<file path="src/rtl/spi_burst_master.sv">
// SPI mode-0 burst master for the ADXL362: one instruction/address/data frame per START,
// reading or writing 1..MAX_BURST consecutive registers.
//
// state | meaning
// IDLE  | CS high, waiting for START
// SHIFT | clocking instruction, address and data bits
// HOLD  | CS low, SCLK low, hold time after the last falling edge
// GAP   | CS high, still busy, minimum deselect time
module spi_burst_master #(
  parameter int CLK_DIV   = 63,
  parameter int MAX_BURST = 8,
  parameter int LW        = $clog2(MAX_BURST + 1)
) (
  input  logic          CLK,
  input  logic          RST,
  input  logic          START,
  input  logic          RW,
  input  logic [7:0]    ADDR,
  input  logic [LW-1:0] LEN,
  input  logic [7:0]    WR_DATA,
  output logic          WR_REQ,
  output logic [7:0]    RD_DATA,
  output logic          RD_VALID,
  output logic [LW-1:0] RD_INDEX,
  output logic          BUSY,
  output logic          DONE,
  output logic          CS,
  output logic          SCLK,
  output logic          MOSI,
  input  logic          MISO
);

  localparam int CW = $clog2(CLK_DIV);
  localparam int BW = LW + 1;
  localparam logic [CW-1:0] DIV_LAST = CW'(CLK_DIV - 1);
  localparam logic [LW-1:0] MAX_L    = LW'(MAX_BURST);

  typedef enum logic [1:0] {IDLE, SHIFT, HOLD, GAP} state_t;

  state_t        state;
  logic [CW-1:0] div_cnt;
  logic [2:0]    bit_cnt;
  logic [BW-1:0] byte_cnt;
  logic [BW-1:0] last_byte;
  logic [BW-1:0] next_byte;
  logic [BW-1:0] n_clamp;
  logic          rw_q;
  logic          rd_pend;
  logic [7:0]    addr_q;
  logic [7:0]    tx_sh;
  logic [7:0]    rx_sh;
  logic [7:0]    next_load;
  logic [7:0]    instr;

  always_comb begin
    n_clamp = {1'b0, LEN};
    if (LEN == '0)
      n_clamp = BW'(1);
    else if (LEN > MAX_L)
      n_clamp = {1'b0, MAX_L};
    instr     = RW ? 8'h0B : 8'h0A;
    next_byte = byte_cnt + BW'(1);
    // byte 1 is the address; data bytes carry the write byte, or zeros when reading
    if (next_byte == BW'(1))
      next_load = addr_q;
    else if (rw_q)
      next_load = 8'h00;
    else
      next_load = WR_DATA;
  end

  always_ff @(posedge CLK) begin
    if (RST) begin
      state     <= IDLE;
      div_cnt   <= '0;
      bit_cnt   <= '0;
      byte_cnt  <= '0;
      last_byte <= '0;
      rw_q      <= 1'b0;
      rd_pend   <= 1'b0;
      addr_q    <= '0;
      tx_sh     <= '0;
      rx_sh     <= '0;
      CS        <= 1'b1;
      SCLK      <= 1'b0;
      MOSI      <= 1'b0;
      BUSY      <= 1'b0;
      DONE      <= 1'b0;
      WR_REQ    <= 1'b0;
      RD_VALID  <= 1'b0;
      RD_DATA   <= '0;
      RD_INDEX  <= '0;
    end else begin
      DONE     <= 1'b0;
      WR_REQ   <= 1'b0;
      RD_VALID <= 1'b0;

      // publish one cycle after the 8th sample; byte_cnt is still that byte's index
      if (rd_pend) begin
        rd_pend  <= 1'b0;
        RD_VALID <= 1'b1;
        RD_DATA  <= rx_sh;
        RD_INDEX <= LW'(byte_cnt - BW'(2));
      end

      case (state)
        IDLE: begin
          if (START) begin
            rw_q      <= RW;
            addr_q    <= ADDR;
            last_byte <= n_clamp + BW'(1);
            byte_cnt  <= '0;
            bit_cnt   <= '0;
            div_cnt   <= DIV_LAST;
            CS        <= 1'b0;
            SCLK      <= 1'b0;
            BUSY      <= 1'b1;
            MOSI      <= instr[7];
            tx_sh     <= {instr[6:0], 1'b0};
            state     <= SHIFT;
          end
        end

        SHIFT: begin
          if (div_cnt != '0) begin
            div_cnt <= div_cnt - 1'b1;
          end else begin
            div_cnt <= DIV_LAST;
            if (!SCLK) begin
              SCLK  <= 1'b1;
              rx_sh <= {rx_sh[6:0], MISO};
              if (rw_q && byte_cnt >= BW'(2) && bit_cnt == 3'd7)
                rd_pend <= 1'b1;
            end else begin
              SCLK <= 1'b0;
              if (bit_cnt != 3'd7) begin
                bit_cnt <= bit_cnt + 3'd1;
                MOSI    <= tx_sh[7];
                tx_sh   <= {tx_sh[6:0], 1'b0};
              end else if (byte_cnt == last_byte) begin
                state <= HOLD;
              end else begin
                byte_cnt <= next_byte;
                bit_cnt  <= '0;
                MOSI     <= next_load[7];
                tx_sh    <= {next_load[6:0], 1'b0};
                // request for data byte k goes out one byte ahead of its use
                if (!rw_q && next_byte < last_byte)
                  WR_REQ <= 1'b1;
              end
            end
          end
        end

        HOLD: begin
          if (div_cnt != '0) begin
            div_cnt <= div_cnt - 1'b1;
          end else begin
            div_cnt <= DIV_LAST;
            CS      <= 1'b1;
            state   <= GAP;
          end
        end

        GAP: begin
          if (div_cnt != '0) begin
            div_cnt <= div_cnt - 1'b1;
          end else begin
            BUSY  <= 1'b0;
            DONE  <= 1'b1;
            state <= IDLE;
          end
        end

        default: state <= IDLE;
      endcase
    end
  end

endmodule

</file>
<file path="config.mk">
export PLATFORM = sky130hd
export DESIGN_NAME = spi_burst_master
export DESIGN_NICKNAME = d
export VERILOG_FILES = /design/src/rtl/spi_burst_master.sv
export SDC_FILE = /design/constraint.sdc
export NUM_CORES = 1
export LEC_CHECK = 0
export ABC_CLOCK_PERIOD_IN_PS = 1960
export CAP_MARGIN = 20
export CORE_MARGIN = 5
export CORE_UTILIZATION = 41
export CTS_CLUSTER_DIAMETER = 60
export DETAILED_ROUTE_END_ITERATION = 8
export HOLD_SLACK_MARGIN = 0.15
export PLACE_DENSITY = 0.74
export RECOVER_POWER = 50
export SLEW_MARGIN = 20
export SYNTH_ARGS = -nofsm -noshare
export SYNTH_HDL_FRONTEND = slang
export SYNTH_SLANG_ARGS = --single-unit
</file>
<file path="constraint.sdc">
create_clock -name CLK -period 1.96 [get_ports CLK]
set_input_delay 0.49 -clock CLK [delete_from_list [all_inputs] [get_ports CLK]]
set_output_delay 0.49 -clock CLK [all_outputs]
set_load 0.05 [all_outputs]
</file>
==> results.cfg <==
[global_route]
grt_use_total_pct = 17.3
grt_pass1_wl_mm = 14.1
grt_pass1_vias = 2996
overflow = 0
antenna_found_initial = 0
grt_max_degree = 25

[critical_path]
cp_top_family = simple AND/OR/NAND/NOR gates
cp_slowest_cell = nor4_4
worstPathRequired_ns = 2.20
critPathLaunchType = flip-flop
max_stage_delay_ns = 0.39
cp_max_fo = 8
cp_num_buf_inv = 2
crit_chain = buf_6 -> ha_4 -> nand3_4 -> xnor2_4 -> nor4_4 -> buf_12 -> mux2i_1 -> o32ai_1
endpoint_kind = flip-flop
critical_path_class = flip-flop to flip-flop
cp.arrival_ns = 2.30

[clock_network]
cts_sinks = 65
ctsHoldBuffers = 0
cts_root_buf = clkbuf_8
cts.htree.levels = 3
cts.clk_slew.worst_paths_ns = 0.07
cts_tree = built
clockBufferDepth = 2
clk_latency_ns = 0.35
cts-buffers-inserted = 9

[synth]
yosysWarnings = 0
postSynthAreaPerCell_sq_um = 8.40
syn-instance-count = 398
yosys-top-cells-area = dfxtp_1 (39%), ha_1 (6.7%), mux2i_1 (5.7%), nand2_1 (5.5%), a21oi_1 (4.9%)
async_flop_share_pct = 0
yosysTopAreaCell = dfxtp_1
synth_nets = 441
synth_edf_count = 0
ys_ff_latch = 65
synth.distinct_cells = 52
netlist_area_sq_um = 3340
yosysTopAreaCellShare_pct = 38.9
synthFlopType = dfxtp_1
yosysSeqAreaShare_pct = 38.9

[timing]
fin_crit_sh_pct = 105
rsz0062_at_grt = true
final_max_slew_viol_count = 0
holdWs_ns = 0.400
fin_skew_ns = 0.00485
fin_ws_ns = -0.0932
worst_pin_slew_ns = 0.772
min_period_ns = 2.05
max_freq_ghz = 0.487
finalHoldViolations = 0
setup_violations = 11
maxSlewHeadroom_pct = 48.5
tns_ns = -0.325

[cells_and_area]
layout_common_cells = dfxtp_1 (56), nand2_1 (49), buf_4 (48)
diodes = 0
instances_no_fill = 580
post-route-util_pct = 56.3
fin_nets = 514
syn_to_final_growth_pct = 36.3
final_common_cell = dfxtp_1
stdcell_area_sq_um = 4560
drive_gt1_share_pct = 26.1

[placed_design]
place_area_sq_um = 4020
portBuffers = 43
dp_hpwl_mm = 6.23
place_congestion = 0.896
place_inst = 556
place_ws_ns = -0.229

[routing]
wl_mm = 9.09
drt_iter0_drc = 209
vias = 3188
ant_nets = 0
dr.pass1.iters = 5
drc = 0
vias_per_cell = 5.50
post_drt_wl_per_cell_um = 15.7

[pwr]
p_total_mw = 4.96
powerDensity_nw_per_um2 = 1090
leakage_nw = 1.75
peakVddDrop_v = 0.000504

[die]
num_rows = 33
die_y_um = 100
die_x_um = 100
start_util_pct = 41.3
fp.coreArea_sq_um = 8090
dieArea_sq_um = 10100
io_pins = 44

[hold_path]
min_path_type = input port to flip-flop

[flow_run]
maxCapViolations = 0

[outcome]
failed_checks = negative setup slack
status = finished with violations
==> layout make-up <==
class	instances	area, sq um
Fill cell	712	3530
Multi-Input combinational cell	279	2080
Sequential cell	65	1320
Timing Repair Buffer	82	689
Clock buffer	12	145
Inverter	34	131
Tap cell	105	131
Clock inverter	3	65.1
==> cells by family after synthesis <==
| kind of cell | Yosys count | synth area share [%] |
|---|---|---|
| flip-flops | 65 | 38.9 |
| AO/OA/AOI/OAI | 90 | 17.1 |
| XOR/XNOR | 6 | 1.57 |
| AND/OR/NAND/NOR | 146 | 23.5 |
| multiplexers | 19 | 5.69 |
| adder cells (fa/ha/maj) | 18 | 6.73 |
| buffers and inverters | 54 | 6.43 |
==> routing by layer <==
layer	part of all wire, %	global-route usage (%)
met1	41	21.0
met2	51	29.7
met3	4.9	3.27
met4	2.8	7.46
met5	0	0
==> report_power, final <==
part | internal, mW | total, mW | switching [mW]
registers | 1.50 | 1.67 | 0.175
logic | 0.911 | 2.04 | 1.13
clock network | 0.743 | 1.24 | 0.502
total | 3.15 | 4.96 | 1.81
==> state kept, by name, indices dropped and copies added, names as in the netlist, 2 cells and up <==
signal and cells:
RD_DATA 8, RD_INDEX 4, addr_q 8, bit_cnt 3, byte_cnt 5, div_cnt 6
last_byte 5, rx_sh 8, state 2, tx_sh 7
==> what timing repair did <==
action                     CTS  global route
setup buffers                1             8
pin swaps                    5            21
setup endpoints to repair   17            19
gates resized for setup     10            54
==> final timing paths <==
| kind | cells after the start | end | startpoint | slack, ns |
|---|---|---|---|---|
| setup / recovery | 8 | MOSI$_SDFFE_PP0P_ | byte_cnt[0]$_SDFFE_PP0P_ | -0.09 |
| setup reg to reg | 8 | MOSI$_SDFFE_PP0P_ | byte_cnt[0]$_SDFFE_PP0P_ | -0.09 |
| hold / removal | 2 | state[0]$_SDFFE_PP0P_ | RST | 0.40 |
| hold reg to reg | 2 | addr_q[3]$_SDFFE_PP0P_ | addr_q[3]$_SDFFE_PP0P_ | 0.46 |
==> Yosys cell counts, types with 3 or more instances <==
cell type and instances:
a211oi_1 7, a21oi_1 33, a31oi_1 4, clkbuf_1 16
dfxtp_1 65, ha_1 18, inv_1 33, mux2i_1 19
nand2_1 49, nand2b_1 10, nand3_1 7, nand4_1 3
nor2_1 31, nor2b_1 11, nor3_1 6, nor3b_1 4
nor4_1 3, nor4_4 3, o21ai_0 18, o22ai_1 3
o31ai_1 5, o32ai_1 5, or4_1 5, xnor2_1 5
(Power assumes the default switching activity.)
